`config.mk`:
```
export PLATFORM = sky130hd
export DESIGN_NAME = sub32_seq
export DESIGN_NICKNAME = d
export VERILOG_FILES = /design/src/rtl/sub32_seq.sv
export SDC_FILE = /design/constraint.sdc
export NUM_CORES = 1
export LEC_CHECK = 0
export ABC_AREA = 1
export CAP_MARGIN = 20
export CORE_MARGIN = 5
export CORE_UTILIZATION = 46
export CTS_CLUSTER_SIZE = 30
export DETAILED_ROUTE_END_ITERATION = 12
export PLACE_DENSITY = 0.78
export SLEW_MARGIN = 25
export SYNTH_ARGS = -nofsm -noshare
export SYNTH_HDL_FRONTEND = slang
export SYNTH_SLANG_ARGS = --single-unit
```
`constraint.sdc`:
```
create_clock -name clk -period 6.2 [get_ports clk]
set_input_delay 1.24 -clock clk [delete_from_list [all_inputs] [get_ports clk]]
set_output_delay 1.24 -clock clk [all_outputs]
set_load 0.01 [all_outputs]
```
`src/rtl/sub32_seq.sv`:
```
// sub32_seq: sequential 32-bit subtractor (a - b) that processes CHUNK bits
// per clock cycle and uses a valid/ready handshake on both sides.
//
// Parameters
//   CHUNK      : bits processed per cycle (1, 2, 4, 8, 16 or 32); N = 32/CHUNK
//
// Ports
//   clk        : clock, rising edge
//   rst        : synchronous active-high reset
//   in_valid   : a/b are valid
//   in_ready   : block is idle and can take operands
//   a, b       : minuend, subtrahend
//   out_valid  : result is valid (held until out_ready)
//   out_ready  : consumer takes the result
//   out        : a - b modulo 2^32
//   out_c      : borrow out of bit 31 (a < b unsigned)
//   out_flower : signed overflow
//   out_zero   : out == 0 (only when SUB32_ZERO_FLAG_EN is defined)
//
// Optional feature macro: SUB32_ZERO_FLAG_EN
module sub32_seq #(
  parameter int unsigned CHUNK = 8
) (
  input  logic        clk,
  input  logic        rst,
  input  logic        in_valid,
  output logic        in_ready,
  input  logic [31:0] a,
  input  logic [31:0] b,
  output logic        out_valid,
  input  logic        out_ready,
  output logic [31:0] out,
  output logic        out_c,
  output logic        out_flower
`ifdef SUB32_ZERO_FLAG_EN
  ,
  output logic        out_zero
`endif
);

  localparam int unsigned W     = 32;
  localparam int unsigned N     = W / CHUNK;
  localparam int unsigned CNT_W = (N > 1) ? $clog2(N) : 1;
  localparam int unsigned CW1   = CHUNK + 1;
  localparam logic [W-1:0] CHUNK_MASK = W'((64'(1) << CHUNK) - 64'(1));

  typedef enum logic [1:0] {
    S_IDLE = 2'd0,
    S_BUSY = 2'd1,
    S_DONE = 2'd2
  } state_e;

  state_e           state_q, state_d;
  logic [W-1:0]     a_q, b_q;
  logic [CNT_W-1:0] cnt_q;
  logic             borrow_q;
  logic [W-1:0]     res_q;
  logic [W-1:0]     out_q;
  logic             out_c_q;
  logic             flower_q;
  logic             in_ready_q;
  logic             out_valid_q;
`ifdef SUB32_ZERO_FLAG_EN
  logic             zero_q;
`endif

  logic [4:0]       base_c;
  logic [CHUNK-1:0] a_ch_c, b_ch_c;
  logic [CW1-1:0]   diff_c;
  logic [W-1:0]     res_d_c;
  logic             last_c;

  // Chunk datapath: select current chunk, subtract with borrow, merge into result
  always_comb begin
    base_c  = 5'(32'(cnt_q) * CHUNK);
    a_ch_c  = CHUNK'(a_q >> base_c);
    b_ch_c  = CHUNK'(b_q >> base_c);
    // Top bit of the (CHUNK+1)-bit difference is the chunk borrow out
    diff_c  = {1'b0, a_ch_c} - {1'b0, b_ch_c} - CW1'(borrow_q);
    res_d_c = (res_q & ~(CHUNK_MASK << base_c)) |
              (W'(diff_c[CHUNK-1:0]) << base_c);
    last_c  = (cnt_q == CNT_W'(N - 1));
  end

  // State register
  always_ff @(posedge clk) begin
    if (rst) begin
      state_q <= S_IDLE;
    end else begin
      state_q <= state_d;
    end
  end

  // Next-state logic
  always_comb begin
    state_d = state_q;
    case (state_q)
      S_IDLE:  if (in_valid)  state_d = S_BUSY;
      S_BUSY:  if (last_c)    state_d = S_DONE;
      S_DONE:  if (out_ready) state_d = S_IDLE;
      default:                state_d = S_IDLE;
    endcase
  end

  // Handshake flags registered from the next state so they track state_q
  always_ff @(posedge clk) begin
    if (rst) begin
      in_ready_q  <= 1'b1;
      out_valid_q <= 1'b0;
    end else begin
      in_ready_q  <= (state_d == S_IDLE);
      out_valid_q <= (state_d == S_DONE);
    end
  end

  // Operand capture, chunk iteration and result publication
  always_ff @(posedge clk) begin
    if (rst) begin
      a_q      <= '0;
      b_q      <= '0;
      cnt_q    <= '0;
      borrow_q <= 1'b0;
      res_q    <= '0;
      out_q    <= '0;
      out_c_q  <= 1'b0;
      flower_q <= 1'b0;
`ifdef SUB32_ZERO_FLAG_EN
      zero_q   <= 1'b0;
`endif
    end else begin
      case (state_q)
        S_IDLE: begin
          if (in_valid) begin
            a_q      <= a;
            b_q      <= b;
            cnt_q    <= '0;
            borrow_q <= 1'b0;
          end
        end
        S_BUSY: begin
          res_q    <= res_d_c;
          borrow_q <= diff_c[CHUNK];
          cnt_q    <= cnt_q + CNT_W'(1);
          // Result registers only change on DONE entry, so they stay
          // stable through DONE and idle until the next result
          if (last_c) begin
            out_q    <= res_d_c;
            out_c_q  <= diff_c[CHUNK];
            flower_q <= (a_q[W-1] != b_q[W-1]) && (res_d_c[W-1] != a_q[W-1]);
`ifdef SUB32_ZERO_FLAG_EN
            zero_q   <= (res_d_c == '0);
`endif
          end
        end
        default: begin
        end
      endcase
    end
  end

  assign in_ready   = in_ready_q;
  assign out_valid  = out_valid_q;
  assign out        = out_q;
  assign out_c      = out_c_q;
  assign out_flower = flower_q;
`ifdef SUB32_ZERO_FLAG_EN
  assign out_zero   = zero_q;
`endif

endmodule
```
======== Yosys cells after proc, flatten, opt, wreduce, memory -nomap -nowiden ========
Index checks and enable logic that the tools add are counted.
storage, ports and cells
  flip-flop bits (word level) ............. 137
  input bits .............................. 68
operators by class
  $add $sub $neg .......................... 3
  equal/unequal tests ..................... 7
  shift operators ......................... 4
  mux-type cells .......................... 8
  bitwise logic cells ..................... 3
  reductions and logical operators ........ 7
operator list
  operator                number
  $shr A32 B5 Y8          2
  $and A32 B32 Y32        1
  $not A32 Y32            1
  $or A32 B32 Y32         1
  $shl A8 B5 Y32          1
  $shl A8 B5 Y32 const A  1
  $sub A8 B8 Y9           1
  $sub A9 B1 Y9           1
  $mux W2                 4
  $eq A2 B2 Y1 const B    3
  $pmux W2 S3             1
  $reduce_and A2 Y1       3
  $logic_not A2 Y1        2
  $pmux W2 S2             1
  $add A2 B1 Y2 const B   1
  $eq A2 B1 Y1 const B    1
  $ne A1 B1 Y1            2
  $ne A2 B2 Y1 const B    1
  $pmux W1 S2             1
  $reduce_bool A2 Y1      1
  $logic_and A1 B1 Y1     1
  $mux W1                 1

======== Logic depth before layout (Yosys ltp) ========
  word-level depth ........................ 7
  depth in mapped cells ................... 22
  gate-level depth less buffers ........... 20

======== Least setup slack after synthesis ========
No wires, ideal clock.
  kind .................................... register -> register
  start ................................... register cnt_q[0]
  end ..................................... register out_q[12] (netlist: out[12])
  data arrival time ....................... 2.770 ns
  data required time ...................... 6.085 ns
  slack ................................... 3.314 ns
  cell stages (with the launch flop) ...... 17
  path buffers ............................ 2
  cells stage by stage .................... dfxtp_1 > buf_2 > buf_1 > a21oi_1 > a32o_1 > fa_1 > inv_1 > fa_1 > nand2_1 > a21o_1 > or2_2 > nand2_1 > nor2_1 > nand2_1 > o21ai_0 > o21ai_0 > inv_1
on the way
  longest elaborated chain between the ends .. 5
  elaborated cells between the ends (all ways) .. 11
  those cells by class .................... add/sub: 2; eq/ne: 1; shift: 4; bitwise: 3; reduce/logical: 1
RTL lines
  element                            RTL line  RTL
  start, declared                    55        logic [CNT_W-1:0] cnt_q;
  start signal, assigned             143       cnt_q <= cnt_q + CNT_W'(1);
  $shr A32 B5 Y8 (on tied branches)  76, 77
  $sub A8 B8 Y9                      79        diff_c = {1'b0, a_ch_c} - {1'b0, b_ch_c} - CW1'(borrow_q);
  $sub A9 B1 Y9                      79
  $shl A8 B5 Y32                     81        (W'(diff_c[CHUNK-1:0]) << base_c);
  $or A32 B32 Y32                    80        res_d_c = (res_q & ~(CHUNK_MASK << base_c)) |
  end signal, assigned               147       out_q <= res_d_c;
  end, declared                      58        logic [W-1:0] out_q;
Parallel ways exist; a longest one is shown, timed or not.
A chain may end at the register's enable or synchronous reset.

======== Final worst setup path ========
  start ................................... register cnt_q[0]
  end ..................................... register out_q[14] (netlist: out[14])
Same word-level chain as after synthesis.

==> impl_metrics.env <==
export IMPL_grt_pass1_wl_microns=24000
export IMPL_peakVddDrop_uv=211
export IMPL_detailed_place_hpwl_microns=9920
export IMPL_clockBufferDepth=2
export IMPL_synth_area_leaders="dfxtp_1 (44%), nor2_1 (13%), o21ai_0 (10%), nand2_1 (5.8%), inv_1 (4.8%)"
export IMPL_yosys_cell_types_count=35
export IMPL_final_setup_tns_ns=0
export IMPL_wl_met3_microns=820
export IMPL_crit_type="reg -> reg"
export IMPL_slew_headroom_pct=45.4
export IMPL_fin_crit_sh_pct=52.3
export IMPL_dr_pass1_iters=5
export IMPL_numCtsBuffers=17
export IMPL_crit_fanout=47
export IMPL_maxClockFrequency_ghz=0.309
export IMPL_cap_viol_max_count=0
export IMPL_final_cell_mix="nor2_1 (206), dfxtp_1 (132), o21ai_0 (124), clkdlybuf4s50_1 (103), nand2_1 (93)"
export IMPL_synth_fp_nets=928
export IMPL_synth_mux_area_share_pct=0
export IMPL_routedWlPerCell_microns=13.2
export IMPL_clkSinkCount=132
export IMPL_dp_cells=1069
export IMPL_synth_compound_gate_area_share_pct=20.0
export IMPL_route_detailed_drc=0
export IMPL_layout_cells_non_filler=1101
export IMPL_cellLeakagePower_nw=3.28
export IMPL_synth_top_area_share_pct=44.3
export IMPL_numPortBuffers=103
export IMPL_tightestPinTransition_ns=0.817
export IMPL_dieWidth_microns=124
export IMPL_cts_tree="yes"
export IMPL_hold_viol_final=0
export IMPL_hold_buffers=0
export IMPL_via_count=5560
export IMPL_end_kind="flip-flop"
export IMPL_syn_area_per_cell_sq_um=7.09
export IMPL_pwr_density_cell_nw_per_um2=319
export IMPL_num_rows=41
export IMPL_yosys_warnings=0
export IMPL_min_period_ns=3.24
export IMPL_netlist_instances=842
export IMPL_outcome="finished, final reports clean"
export IMPL_ios=104
export IMPL_area_growth_pct=27.9
export IMPL_grt_pass1_vias=5059
export IMPL_clock_skew_final_ns=0.00643
export IMPL_place_gp_congestion=0.835
export IMPL_vias_per_cell=5.05
export IMPL_drtIter0Drc=487
export IMPL_die_area_sq_um=15400
export IMPL_ant_nets=0
export IMPL_post_cts_repair_setup_buffers=0
export IMPL_hp_class="reg -> reg"
export IMPL_num_antenna_cells=0
export IMPL_maxSlewViolCount=0
export IMPL_wl_met2_microns=6710
export IMPL_h_tree_depth=4
export IMPL_design_core_area_sq_um=12700
export IMPL_worst_endpoint_required_ns=6.51
export IMPL_antenna_found_initial=0
export IMPL_grt_ovfl_total=0
export IMPL_wl_met1_microns=6800
export IMPL_synth_top_family_by_area="simple AND/OR/NAND/NOR gates"
export IMPL_die_h_microns=124
export IMPL_grt_start_max_net_pins=68
export IMPL_path_clk_slew_ns=0.06
export IMPL_synthSimpleGateAreaFrac_pct=22.3
export IMPL_worstSetupStartpointType="flip-flop"
export IMPL_cts_root_buf="clkbuf_16"
export IMPL_grt_use_total_pct=19.6
export IMPL_clock_latency_ns=0.41
export IMPL_post_cts_resize_count=0
export IMPL_drive_gt1_share_pct=6.03
export IMPL_critical_path_arrival_ns=3.55
export IMPL_maxUsedRoutingLayer="met4"
export IMPL_ys_seq_area_share_pct=44.3
export IMPL_setup_violations=0
export IMPL_rsz0062_at_grt="false"
export IMPL_synth_xor_area_share_pct=0.440
export IMPL_syn_cell_area_sq_um=5970
export IMPL_fin_nets=1002
export IMPL_final_common_cell="nor2_1"
export IMPL_drt_wl_total_microns=14500
export IMPL_start_util_pct=47.1
export IMPL_synth_top_area_cell="dfxtp_1"
export IMPL_synth_seq_cells=132
export IMPL_synth_fa_ha_area_share_pct=4.03
worst max-delay path, cell delays in order (launching register included):
cell and delay (ns):
dfxtp_1 0.31, inv_2 0.59, o21ai_0 0.17, o22ai_1 0.26, fa_1 0.25, inv_1 0.06
fa_1 0.42, nand2_1 0.08, a21o_1 0.13, nand2_1 0.09, nand2_1 0.08, nand2_1 0.06
nand2_1 0.06, nand2_1 0.04, nand2_1 0.10, nor2_2 0.05, nand2_1 0.11, nand3_1 0.11
nand2_1 0.09, inv_1 0.04
area by class of cell:
type / instances / area (sq um)
multi-input combinational: 573 / 2800
clock buffer: 19 / 433
tap: 172 / 215
fill: 1142 / 5040
sequential: 132 / 2640
inverter: 83 / 312
clock inverter: 13 / 150
timing repair buffer: 109 / 1080
per-layer routing:
| metal | vias up | GRT usage [%] |
|---|---|---|
| li1 | 2875 | - |
| met1 | 2505 | 26.8 |
| met5 | - | 0 |
| met3 | 17 | 4.36 |
| met4 | 0 | 5.82 |
| met2 | 163 | 31.1 |
where the power goes:
group / total (W) / leakage, nW / internal (W) / switching [W]
clock network: 0.000984 / 0.267 / 0.000597 / 0.000387
registers: 0.000931 / 1.08 / 0.000906 / 0.0000252
logic: 0.000520 / 1.93 / 0.000203 / 0.000317
registers in the layout, indices dropped and copies added (netlist names), 2 cells and up:
name,cells
state_q,2
b_q,32
cnt_q,2
a_q,32
res_q,27
out,32
worst paths after layout:
check            end  slack [ns]  cells after the start     start
min          b_q[17]        0.47                      2   b_q[17]
max reg2reg  out[14]        2.96                     19  cnt_q[0]
min reg2reg  b_q[17]        0.47                      2   b_q[17]
max          out[14]        2.96                     19  cnt_q[0]
synthesized netlist by cell type (all sizes together):
cell and n:
nor2 210, dfxtp 132, o21ai 131, nand2 94, inv 82, a21oi 42
clkbuf 40, nand3 17, o22ai 17, ha 16, buf 14, a31oi 9
a32o 6, o211ai 6, or2 6, nand3b 3, nand4 3, o21a 3
a211oi 2, fa 2, xnor2 2, a21o 1, a32oi 1, clkinv 1
nor3 1, xor2 1
through the flow:
step           power [W]  hold WS, ns  area (sq um)  utilization (%)  setup WS (ns)
2_1_floorplan    0.00132        0.430          5970                -           3.31
3_3_place_gp     0.00145        0.445          7040             55.6           2.40
3_5_place_dp     0.00146        0.453          7040             55.6           2.31
4_1_cts          0.00244        0.462          7620             60.2           2.74
5_1_grt          0.00257        0.479          7630             60.2           2.65
6_report         0.00244        0.469          7630             60.2           2.96
kinds of logic after synthesis:
group,after synthesis
fa+ha+maj,18
simple gates,334
buf+inv,137
compound gates,218
xor+xnor,3
flops,132
No activity file was read; power rests on OpenSTA's default activity.
